--- config.mk ---
export PLATFORM = sky130hd
export DESIGN_NAME = sal_multi_bk_ctrl
export DESIGN_NICKNAME = d
export VERILOG_FILES = /design/src/rtl/sal_bk_pkg.sv /design/src/rtl/sal_bk_fsm.sv /design/src/rtl/sal_multi_bk_ctrl.sv
export SDC_FILE = /design/constraint.sdc
export NUM_CORES = 1
export LEC_CHECK = 0
export CAP_MARGIN = 10
export CORE_ASPECT_RATIO = 1.75
export CORE_UTILIZATION = 65
export DETAILED_ROUTE_END_ITERATION = 8
export PLACE_DENSITY = 0.95
export SYNTH_ARGS = -nofsm -noshare
export SYNTH_HDL_FRONTEND = slang
export SYNTH_SLANG_ARGS = --single-unit
--- constraint.sdc ---
create_clock -name clk -period 58 [get_ports clk]
set_clock_uncertainty 0.05 [all_clocks]
set_input_delay 17.4 -clock clk [delete_from_list [all_inputs] [get_ports clk]]
set_output_delay 17.4 -clock clk [all_outputs]
set_load 0.05 [all_outputs]
--- src/rtl/sal_bk_pkg.sv ---
// sal_bk_pkg: command/state encodings, timing bundle and counter helpers
// shared by the SAL multi-bank controller and its per-bank FSMs.
package sal_bk_pkg;
    localparam int SAL_TW = 8;

    typedef logic [SAL_TW-1:0] tw_t;

    typedef enum logic [2:0] {
        CMD_NOP = 3'd0,
        CMD_ACT = 3'd1,
        CMD_RD  = 3'd2,
        CMD_WR  = 3'd3,
        CMD_PRE = 3'd4,
        CMD_REF = 3'd5
    } cmd_type_t;

    typedef enum logic [2:0] {
        BK_IDLE,
        BK_ACTIVATING,
        BK_ACTIVE,
        BK_READING,
        BK_WRITING,
        BK_PRECHARGING,
        BK_REFRESHING
    } bk_state_t;

    typedef struct packed {
        tw_t rcd;
        tw_t ras;
        tw_t rc;
        tw_t rp;
        tw_t rtp;
        tw_t wtp;
        tw_t rfc;
        tw_t roc;
    } tim_t;

    // A counter loaded with v-1 reaches 0 exactly v cycles after the command; 0 acts as 1.
    function automatic tw_t tim_ld(input tw_t v);
        return (v == '0) ? '0 : v - 1'b1;
    endfunction

    function automatic tw_t tim_dec(input tw_t c);
        return (c == '0) ? '0 : c - 1'b1;
    endfunction
endpackage

--- src/rtl/sal_bk_fsm.sv ---
// sal_bk_fsm: one DRAM bank's state machine and timing counters; raises
// REF / priority-PRE / request-path candidates and updates when granted.
module sal_bk_fsm
    import sal_bk_pkg::*;
#(
    parameter int RA_W      = 16,
    parameter int BURST_LEN = 8,
    parameter int OPEN_PAGE = 1
) (
    input  logic            clk,
    input  logic            rst,
    input  tim_t            tim,
    input  logic            req_v,
    input  logic            req_wr,
    input  logic [RA_W-1:0] req_ra,
    input  logic            ref_req,
    input  logic            iss,
    input  cmd_type_t       iss_cmd,
    output logic            ref_c,
    output logic            pre_c,
    output logic            req_c,
    output cmd_type_t       req_cmd,
    output logic            open_o
);
    localparam tw_t CCD_LD = tw_t'((BURST_LEN / 2 > 1) ? BURST_LEN / 2 - 1 : 0);

    bk_state_t       state_q, state_d, eff;
    logic [RA_W-1:0] row_q, row_d;
    tw_t             rcd_q, rcd_d, ras_q, ras_d, rc_q, rc_d, rp_q, rp_d;
    tw_t             c2p_q, c2p_d, ccd_q, ccd_d, rfc_q, rfc_d, idle_q, idle_d;
    logic            ap_q, ap_d;
    logic            hit, act_ok, col_ok, pre_ok, expired;

    // eff folds in transitions whose timer has already run out, so a command can
    // issue in the very cycle its wait ends rather than one cycle later.
    always_comb begin
        eff = ((state_q == BK_ACTIVATING && rcd_q == '0) ||
               ((state_q == BK_READING || state_q == BK_WRITING) && ccd_q == '0)) ? BK_ACTIVE :
              ((state_q == BK_PRECHARGING && rp_q == '0) ||
               (state_q == BK_REFRESHING && rfc_q == '0)) ? BK_IDLE : state_q;
    end

    assign hit     = req_v && (row_q == req_ra);
    assign act_ok  = (eff == BK_IDLE) && (rc_q == '0) && (rp_q == '0) && (rfc_q == '0);
    assign col_ok  = (eff == BK_ACTIVE) && !ref_req;
    assign pre_ok  = (eff == BK_ACTIVE) && (ras_q == '0) && (c2p_q == '0);
    assign expired = (OPEN_PAGE != 0) ? (idle_q == '0) : (ap_q && !hit);

    assign ref_c   = ref_req && act_ok;
    assign pre_c   = pre_ok && (ref_req || expired);
    assign req_cmd = (eff == BK_IDLE) ? CMD_ACT : hit ? (req_wr ? CMD_WR : CMD_RD) : CMD_PRE;
    assign req_c   = req_v && ((eff == BK_IDLE) ? (act_ok && !ref_req) : hit ? col_ok : pre_ok);
    assign open_o  = (state_q == BK_ACTIVATING) || (state_q == BK_ACTIVE) ||
                     (state_q == BK_READING) || (state_q == BK_WRITING);

    always_comb begin
        state_d = eff;
        row_d   = row_q;
        rcd_d   = tim_dec(rcd_q);
        ras_d   = tim_dec(ras_q);
        rc_d    = tim_dec(rc_q);
        rp_d    = tim_dec(rp_q);
        c2p_d   = tim_dec(c2p_q);
        ccd_d   = tim_dec(ccd_q);
        rfc_d   = tim_dec(rfc_q);
        idle_d  = tim_dec(idle_q);
        ap_d    = ap_q;
        if (iss) begin
            case (iss_cmd)
                CMD_ACT: begin
                    state_d = BK_ACTIVATING;
                    row_d   = req_ra;
                    rcd_d   = tim_ld(tim.rcd);
                    ras_d   = tim_ld(tim.ras);
                    rc_d    = tim_ld(tim.rc);
                    idle_d  = tim_ld(tim.roc);
                    ap_d    = 1'b0;
                end
                CMD_RD, CMD_WR: begin
                    state_d = (iss_cmd == CMD_WR) ? BK_WRITING : BK_READING;
                    c2p_d   = tim_ld((iss_cmd == CMD_WR) ? tim.wtp : tim.rtp);
                    ccd_d   = CCD_LD;
                    idle_d  = tim_ld(tim.roc);
                    ap_d    = 1'b1;
                end
                CMD_PRE: begin
                    state_d = BK_PRECHARGING;
                    rp_d    = tim_ld(tim.rp);
                    ap_d    = 1'b0;
                end
                CMD_REF: begin
                    state_d = BK_REFRESHING;
                    rfc_d   = tim_ld(tim.rfc);
                end
                default: ;
            endcase
        end
    end

    always_ff @(posedge clk or posedge rst) begin
        if (rst) begin
            state_q <= BK_IDLE;
            row_q   <= '0;
            rcd_q   <= '0;
            ras_q   <= '0;
            rc_q    <= '0;
            rp_q    <= '0;
            c2p_q   <= '0;
            ccd_q   <= '0;
            rfc_q   <= '0;
            idle_q  <= '0;
            ap_q    <= 1'b0;
        end else begin
            state_q <= state_d;
            row_q   <= row_d;
            rcd_q   <= rcd_d;
            ras_q   <= ras_d;
            rc_q    <= rc_d;
            rp_q    <= rp_d;
            c2p_q   <= c2p_d;
            ccd_q   <= ccd_d;
            rfc_q   <= rfc_d;
            idle_q  <= idle_d;
            ap_q    <= ap_d;
        end
    end
endmodule

--- src/rtl/sal_multi_bk_ctrl.sv ---
// sal_multi_bk_ctrl: NUM_BK bank FSMs behind a fixed-priority single-command
// arbiter (REF, then refresh/policy PRE, then request path; lowest bank first).
module sal_multi_bk_ctrl
    import sal_bk_pkg::*;
#(
    parameter int NUM_BK    = 4,
    parameter int BA_W      = 2,
    parameter int RA_W      = 16,
    parameter int CA_W      = 10,
    parameter int ID_W      = 4,
    parameter int LEN_W     = 4,
    parameter int TW        = SAL_TW,
    parameter int BURST_LEN = 8,
    parameter int OPEN_PAGE = 1
) (
    input  logic              clk,
    input  logic              rst,
    input  logic [TW-1:0]     t_rcd,
    input  logic [TW-1:0]     t_ras,
    input  logic [TW-1:0]     t_rc,
    input  logic [TW-1:0]     t_rp,
    input  logic [TW-1:0]     t_rtp,
    input  logic [TW-1:0]     t_wtp,
    input  logic [TW-1:0]     t_rfc,
    input  logic [TW-1:0]     row_open_cnt,
    input  logic              req_valid,
    output logic              req_ready,
    input  logic              req_wr,
    input  logic [BA_W-1:0]   req_ba,
    input  logic [RA_W-1:0]   req_ra,
    input  logic [CA_W-1:0]   req_ca,
    input  logic [ID_W-1:0]   req_id,
    input  logic [LEN_W-1:0]  req_len,
    output logic              cmd_valid,
    input  logic              cmd_ready,
    output logic [2:0]        cmd_type,
    output logic [BA_W-1:0]   cmd_ba,
    output logic [RA_W-1:0]   cmd_ra,
    output logic [CA_W-1:0]   cmd_ca,
    output logic [ID_W-1:0]   cmd_id,
    output logic [LEN_W-1:0]  cmd_len,
    input  logic [NUM_BK-1:0] ref_req_i,
    output logic [NUM_BK-1:0] ref_gnt_o,
    output logic [NUM_BK-1:0] bank_open_o
);
    tim_t              tim;
    logic [NUM_BK-1:0] ref_c, pre_c, req_c, iss;
    cmd_type_t         req_cmd [NUM_BK];
    logic              sel_v, sel_req, issue, fld, col;
    logic [BA_W-1:0]   sel_bk;
    cmd_type_t         sel_t;

    assign tim = '{rcd: tw_t'(t_rcd), ras: tw_t'(t_ras), rc: tw_t'(t_rc), rp: tw_t'(t_rp),
                   rtp: tw_t'(t_rtp), wtp: tw_t'(t_wtp), rfc: tw_t'(t_rfc), roc: tw_t'(row_open_cnt)};

    for (genvar b = 0; b < NUM_BK; b++) begin : g_bk
        assign iss[b] = issue && (sel_bk == BA_W'(b));
        sal_bk_fsm #(
            .RA_W     (RA_W),
            .BURST_LEN(BURST_LEN),
            .OPEN_PAGE(OPEN_PAGE)
        ) u_fsm (
            .clk    (clk),
            .rst    (rst),
            .tim    (tim),
            .req_v  (req_valid && (req_ba == BA_W'(b))),
            .req_wr (req_wr),
            .req_ra (req_ra),
            .ref_req(ref_req_i[b]),
            .iss    (iss[b]),
            .iss_cmd(sel_t),
            .ref_c  (ref_c[b]),
            .pre_c  (pre_c[b]),
            .req_c  (req_c[b]),
            .req_cmd(req_cmd[b]),
            .open_o (bank_open_o[b])
        );
    end

    // Lower-priority classes are scanned first so later, higher-priority hits
    // overwrite them; descending scans leave the lowest bank as the winner.
    always_comb begin
        sel_v   = 1'b0;
        sel_req = 1'b0;
        sel_bk  = '0;
        sel_t   = CMD_NOP;
        for (int i = NUM_BK - 1; i >= 0; i--) begin
            if (req_c[i]) begin
                sel_v   = 1'b1;
                sel_req = 1'b1;
                sel_bk  = BA_W'(i);
                sel_t   = req_cmd[i];
            end
        end
        for (int i = NUM_BK - 1; i >= 0; i--) begin
            if (pre_c[i]) begin
                sel_v   = 1'b1;
                sel_req = 1'b0;
                sel_bk  = BA_W'(i);
                sel_t   = CMD_PRE;
            end
        end
        for (int i = NUM_BK - 1; i >= 0; i--) begin
            if (ref_c[i]) begin
                sel_v   = 1'b1;
                sel_req = 1'b0;
                sel_bk  = BA_W'(i);
                sel_t   = CMD_REF;
            end
        end
    end

    assign cmd_valid = sel_v && !rst;
    assign issue     = cmd_valid && cmd_ready;
    assign fld       = cmd_valid && sel_req && (sel_t != CMD_PRE);
    assign col       = fld && (sel_t != CMD_ACT);
    assign cmd_type  = cmd_valid ? sel_t : CMD_NOP;
    assign cmd_ba    = cmd_valid ? sel_bk : '0;
    assign cmd_ra    = fld ? req_ra : '0;
    assign cmd_ca    = col ? req_ca : '0;
    assign cmd_id    = col ? req_id : '0;
    assign cmd_len   = col ? req_len : '0;
    assign req_ready = issue && col;
    assign ref_gnt_o = (sel_t == CMD_REF) ? iss : '0;
endmodule
==> key figures, run 1 <==
Status
  • Outcome: finished clean

Finish
  • Layout cell share with drive strength beyond 1: 7.83%
  • Commonest non-fill, non-tap cell in the layout: dfrtp_1
  • Filler cell count: 2148
  • Nets@finish: 2710
  • Most frequent cells in the layout: dfrtp_1, nand2_1, nor2_1, o21ai_0, clkdlybuf4s50_1
  • Area delta synth->final: 13.0%
  • Final instance area: 24600 um2

Global routing
  • Antenna violations before repair: 1
  • Vias in the first global route: 21100
  • GR Overflow Total: 0
  • First-pass GRT wire length: 109000 um
  • Largest net degree at the start of global routing: 159
  • Total GRT Usage: 41.1%

Pwr
  • Pwr dens: 21.8 nW/um2
  • Leakage Power: 10.6 nW
  • Tot Pwr: 0.536 mW
  • Worst VDD drop: 0.0000254 V

Detailed routing
  • Post-DRT Antenna Nets: 0
  • WL met2: 35200 um
  • M1 WL: 22900 um
  • Routed len/inst: 23.5 um
  • Met3 routed WL: 4940 um
  • 1st-iter DRT viols: 1530
  • Router iterations before antenna repair: 6
  • Via-to-Cell Ratio: 6.74
  • DR top layer: met4
  • Vias post-DR: 20000
  • Routed wire length: 69900 um
  • DRC Markers: 0

Timing
  • RSZ-0062 raised after global routing: false
  • Rel. slew slack: 17.8%
  • Final setup vio count: 0
  • Fin crit share: 68.9%
  • Max frequency: 25.0 MHz
  • Tmin final: 39940 ps
  • Setup TNS: 0 ps
  • Hold_ws: 453 ps
  • Worst-Margin Slew: 1220 ps
  • PnR worst setup slack: 18060 ps
  • Final Hold Fails: 0
  • Max Slew Vio Count: 0

Floorplanning
  • I/O pin total: 158
  • Die X: 140 um
  • Die area: 34300 um2
  • Area of the core: 33000 um2
  • # rows: 88
  • Die Y: 244 um
  • Starting density of the core: 66.0%

CTS
  • # Post-CTS Setup Buffers: 0
  • Clock-pin slew on the worst setup and hold paths: 60 ps
  • TritonCTS clock tree: yes
  • Clk sink count: 332
  • Clk_lat worst skew: 630 ps
  • CTS Buffer Depth: 3
  • Root Driver: clkbuf_16
  • Post_cts resized: 0
  • CTS Buf Count: 30
  • CTS HTree Levels: 1
  • CTS Hold Bufs: 0

Logic synthesis
  • Syn_nets: 2597
  • Yosys top cell by area: dfrtp_1
  • Yosys warnings: 0
  • Cells after Synth: 2432
  • EDFF count, synth: 0
  • Avg Cell Area, Syn: 8.96 um2
  • Async S/R FF share, synth: 100%
  • Post-synthesis sequential area ratio: 38.1%
  • Top cell type's share of synthesized area: 38.1%
  • Post-Syn Area: 21800 um2
  • Main flop type after synthesis: dfrtp_1
  • Yosys cell types: 105
  • Synth top area cells: dfrtp_1, xnor2_1, nand2_1
  • Synthesis-stage register bit count: 332

Critical path
  • Crit path capture type: primary output
  • Critical Path AT: 22490 ps
  • R2R Setup Slk: 51190 ps
  • Worst path required time: 40550 ps
  • Critical Path Max Stage Delay: 820 ps
  • Crit path cell chain: clkdlybuf4s50_1, nor3b_1, nand2_1, nor4_1, a21oi_1, o21bai_1, nand2_1, a311oi_1, o2111a_2, o21a_4, and2_1, clkdlybuf4s50_1
  • Critical-path top delay cell: clkdlybuf4s50_1
  • Worst-path fanout max: 19
  • Kind of critical path: in -> out
  • Crit path launch type: primary input

Placed design
  • Buffers on Ports: 157
  • Dpl ws: 18180 ps
  • DP Wirelength: 50500 um
  • Placed cell area: 23500 um2
  • Last weighted congestion value of the routability-driven placer: 1.01

Hold path
  • HP Class: reg -> reg

Run
  • Number of max-cap violations: 0
==> final timing paths <==
check                      cells after the start                                  end                                 from
max                                           12                            cmd_ca[0]                            req_valid
min                                            2  g_bk[1].u_fsm.row_q[10]$_DFFE_PP0P_  g_bk[1].u_fsm.row_q[10]$_DFFE_PP0P_
max reg2reg                                   17     g_bk[1].u_fsm.c2p_q[2]$_DFF_PP0_      g_bk[2].u_fsm.rc_q[0]$_DFF_PP0_
min reg2reg                                    2  g_bk[1].u_fsm.row_q[10]$_DFFE_PP0P_  g_bk[1].u_fsm.row_q[10]$_DFFE_PP0P_
max in group asynchronous                      4      g_bk[0].u_fsm.rc_q[2]$_DFF_PP0_                                  rst
min in group asynchronous                      2     g_bk[1].u_fsm.c2p_q[3]$_DFF_PP0_                                  rst
==> per-stage QoR <==
step	cells	util [%]
after floorplan	2432	-
after global placement	2918	71.2
after detailed placement	2918	71.2
after CTS	2972	74.5
after global routing	2973	74.5
final	2973	74.5
==> worst max-delay path, delay by kind of cell <==
family	cells	cell delay [ps]
compound gates	5	1830
buf+inv	2	1390
simple gates	5	1860
==> cell usage after synthesis (all sizes together), types with 8 or more instances <==
master  number
o31ai       16
nand3       41
xnor2      134
and3        12
o22ai       33
nand4       33
a21oi       94
nor2       206
o211ai       8
a211oi      11
mux2        63
or3b        13
buf         51
nand3b      11
mux2i       61
dfrtp      332
nor2b       15
or4         26
nand2      266
o21a         9
clkbuf      44
nor3b       49
or2         12
inv         99
ha          56
o21ai      188
nand2b      45
or3         62
xor2        86
nor3       123
nor4b       15
and2        64
nor4        54
a21o         9
==> cells by family after synthesis <==
| logic type | Yosys count | share of synthesized area [%] |
|---|---|---|
| flops | 332 | 38.1 |
| compound gates | 434 | 12.3 |
| xor+xnor | 220 | 8.84 |
| fa+ha+maj | 56 | 3.21 |
| simple gates | 1072 | 26.7 |
| mux | 124 | 6.68 |
| buf+inv | 194 | 4.16 |
==> final cells by class <==
type                    count  area, um2  share of cell area [%]
diodes                      1       2.50                  0.0102
clock buffers              40        848                    3.45
clock inverters            14        262                    1.06
inverters                  99        379                    1.54
multi-input cells        1906      12600                    51.1
flip-flops and latches    332       8310                    33.7
well taps                 405        507                    2.06
repair buffers            176       1730                    7.01
==> flip-flops by register name, summed over array words and instances (netlist names) <==
register and count:
g_bk.u_fsm.rfc_q 32, g_bk.u_fsm.idle_q 32, g_bk.u_fsm.state_q 12, g_bk.u_fsm.row_q 64, g_bk.u_fsm.ras_q 32, g_bk.u_fsm.c2p_q 32
g_bk.u_fsm.rp_q 32, g_bk.u_fsm.rc_q 32, g_bk.u_fsm.rcd_q 32, g_bk.u_fsm.ccd_q 32
==> per-layer routing <==
| layer | up-vias | GRT usage, % |
|---|---|---|
| met5 | - | 0 |
| met4 | 0 | 38.2 |
| met3 | 447 | 7.38 |
| met2 | 1108 | 73.1 |
| met1 | 9643 | 40.2 |
| li1 | 8832 | - |
==> power breakdown <==
| part | switching (mW) | internal, mW | total [mW] |
|---|---|---|---|
| Clock | 0.0960 | 0.130 | 0.226 |
| Combinational | 0.0356 | 0.0252 | 0.0608 |
| Sequential | 0.00924 | 0.240 | 0.249 |
Note: power is estimated with default switching activity, not from simulation.
==> run 2, diff against run 1 <==
--- a/config.mk
+++ b/config.mk
@@ -7,9 +7,9 @@
 export LEC_CHECK = 0
 export CAP_MARGIN = 10
 export CORE_ASPECT_RATIO = 1.75
-export CORE_UTILIZATION = 65
+export CORE_UTILIZATION = 60
 export DETAILED_ROUTE_END_ITERATION = 8
-export PLACE_DENSITY = 0.95
+export PLACE_DENSITY = 0.91
 export SYNTH_ARGS = -nofsm -noshare
 export SYNTH_HDL_FRONTEND = slang
 export SYNTH_SLANG_ARGS = --single-unit
==> constraint.sdc (replaced) <==
create_clock -name clk -period 37.4 [get_ports clk]
set_clock_uncertainty 0.05 [all_clocks]
set_input_delay 11.22 -clock clk [delete_from_list [all_inputs] [get_ports clk]]
set_output_delay 11.22 -clock clk [all_outputs]
set_load 0.05 [all_outputs]
==> run 2 against run 1 <==
  * Global-route usage decreased by 5.0 points
  * Routed wire length decreased by 3.8%
  * Non-clock buffer count increased by 7
  * Sequential share of layout area decreased by 0.11 points
  * Die area increased by 8.2%
  * Combinational power increased by 54%
  * Flip-flop and latch count unchanged
  * Total power increased by 54%
  * Setup slack got worse by 8300 ps
  * Critical path type unchanged
  * Critical endpoint is now cmd_ca[6]
==> key figures, run 2 (synthesis gave the netlist of run 1 again) <==
Finish
  • Filler cell count: 2739 (was 2148)
  • Nets@finish: 2716 (was 2710)
  • Commonest non-fill, non-tap cell in the layout: dfrtp_1 (unchanged)
  • Max FFs per register: 64 (unchanged)
  • N_diodes: 0 (was 1)
  • Area delta synth->final: 13.3% (was 13.0%)
  • Most frequent cells in the layout: dfrtp_1, nand2_1, nor2_1, o21ai_0, clkdlybuf4s50_1 (unchanged)
  • Largest register by flop count: g_bk.u_fsm.row_q (unchanged)
  • Layout cell share with drive strength beyond 1: 7.97% (was 7.83%)

CTS
  • Clk sink count: 332 (unchanged)
  • Root Driver: clkbuf_16 (unchanged)
  • Post_cts resized: 0 (unchanged)
  • CTS HTree Levels: 1 (unchanged)
  • Clk_lat worst skew: 580 ps (was 630 ps)
  • CTS Buf Count: 29 (was 30)
  • CTS Buffer Depth: 3 (unchanged)
  • CTS Hold Bufs: 0 (unchanged)
  • # Post-CTS Setup Buffers: 0 (unchanged)
  • Clock-pin slew on the worst setup and hold paths: 70 ps (was 60 ps)
  • TritonCTS clock tree: yes (unchanged)

Timing
  • RSZ-0062 raised after global routing: false (unchanged)
  • Final Hold Fails: 0 (unchanged)
  • Setup TNS: 0 ps (unchanged)
  • Worst-Margin Slew: 1250 ps (was 1220 ps)
  • Max Slew Vio Count: 0 (unchanged)
  • Final setup vio count: 0 (unchanged)
  • PnR worst setup slack: 9770 ps (was 18060 ps)
  • Rel. slew slack: 15.8% (was 17.8%)
  • Max frequency: 36.2 MHz
  • Fin crit share: 73.9%
  • Tmin final: 27630 ps

Pwr
  • Worst VDD drop: 0.0000430 V (was 0.0000254 V)
  • Pwr dens: 33.4 nW/um2 (was 21.8 nW/um2)
  • Leakage Power: 10.6 nW (about the same)
  • Tot Pwr: 0.824 mW (was 0.536 mW)

Global routing
  • Largest net degree at the start of global routing: 106 (was 159)
  • GR Overflow Total: 0 (unchanged)
  • First-pass GRT wire length: 105000 um (was 109000 um)
  • Antenna violations before repair: 2 (was 1)
  • Vias in the first global route: 20000 (was 21100)
  • Total GRT Usage: 36.2% (was 41.1%)

Floorplanning
  • Die area: 37100 um2 (was 34300 um2)
  • # rows: 92 (was 88)
  • Starting density of the core: 60.7% (was 66.0%)
  • Area of the core: 35900 um2 (was 33000 um2)
  • Die Y: 254 um (was 244 um)
  • I/O pin total: 158 (unchanged)
  • Die X: 146 um (was 140 um)

Placed design
  • Dpl ws: 9850 ps (was 18180 ps)
  • Buffers on Ports: 157 (unchanged)
  • Last weighted congestion value of the routability-driven placer: 1.08 (was 1.01)
  • DP Wirelength: 49000 um (was 50500 um)

Critical path
  • Kind of critical path: in -> out (unchanged)
  • Crit path launch type: primary input (unchanged)
  • Worst-path fanout max: 19 (unchanged)
  • Worst path required time: 26130 ps (was 40550 ps)
  • Critical Path AT: 16360 ps (was 22490 ps)
  • Crit path capture type: primary output (unchanged)

Detailed routing
  • Vias post-DR: 19700 (was 20000)
  • DRC Markers: 0 (unchanged)
  • Router iterations before antenna repair: 5 (was 6)
  • Post-DRT Antenna Nets: 0 (unchanged)
  • 1st-iter DRT viols: 1483 (was 1530)
  • Routed wire length: 67200 um (was 69900 um)
  • Routed len/inst: 22.1 um (was 23.5 um)
  • Via-to-Cell Ratio: 6.48 (was 6.74)

Status
  • Outcome: finished clean (unchanged)

Hold path
  • HP Class: reg -> reg (unchanged)

Run
  • Number of max-cap violations: 0 (unchanged)
-- run 2: path summary, 6_finish.rpt --
| path | from | endpoint | slack, ps | depth (start not counted) |
|---|---|---|---|---|
| setup / recovery | req_ra[9] | cmd_ca[6] | 9770 | 12 |
| hold / removal | g_bk[3].u_fsm.rc_q[0]$_DFF_PP0_ | g_bk[3].u_fsm.rc_q[0]$_DFF_PP0_ | 440 | 1 |
| setup reg to reg | g_bk[0].u_fsm.rp_q[2]$_DFF_PP0_ | g_bk[1].u_fsm.c2p_q[2]$_DFF_PP0_ | 30750 | 16 |
| hold reg to reg | g_bk[3].u_fsm.rc_q[0]$_DFF_PP0_ | g_bk[3].u_fsm.rc_q[0]$_DFF_PP0_ | 440 | 1 |
| max in group asynchronous | rst | g_bk[3].u_fsm.rc_q[7]$_DFF_PP0_ | 24570 | 3 |
| min in group asynchronous | rst | g_bk[2].u_fsm.c2p_q[0]$_DFF_PP0_ | 11160 | 2 |
-- run 2: layout make-up --
class,count,area [um2],share of cell area (%)
multi-input cells,1906,12600,51.0
flip-flops and latches,332,8310,33.6
repair buffers,183,1770,7.15
clock buffers,40,837,3.39
well taps,470,588,2.38
inverters,99,379,1.53
clock inverters,11,230,0.932
-- run 2: power by group --
part / switching, mW / internal (mW)
Clock: 0.141 / 0.204
Sequential: 0.0131 / 0.372
Combinational: 0.0545 / 0.0391
Total: 0.209 / 0.615
-- run 2: metrics by stage --
step	area, um2	util, %	hold slack [ps]	std cells
6_report	24700	68.8	442	3041
5_1_grt	24700	68.8	462	3041
4_1_cts	24700	68.7	447	3040
3_5_place_dp	23600	65.8	431	2989
3_3_place_gp	23600	65.8	427	2989
2_1_floorplan	21800	-	408	2432
-- run 2: critical path, cell delays in order --
cell and delay, ps:
clkdlybuf4s50_1 710, xor2_1 300, nor3_1 330, or4b_2 690
o211a_1 260, o31ai_1 270, o221ai_1 190, a311oi_1 600
o2111a_2 520, o21a_4 280, and2_1 170, clkdlybuf4s50_1 800
-- run 2: routing by layer --
layer  share of wire, %  GRT usage (%)  vias to the layer above
met5              0.043              0                        -
met4                8.8           29.6                        4
met3                6.9           6.99                      349
met2                 50           63.3                      909
met1                 34           37.8                     9594
li1                   -              -                     8835
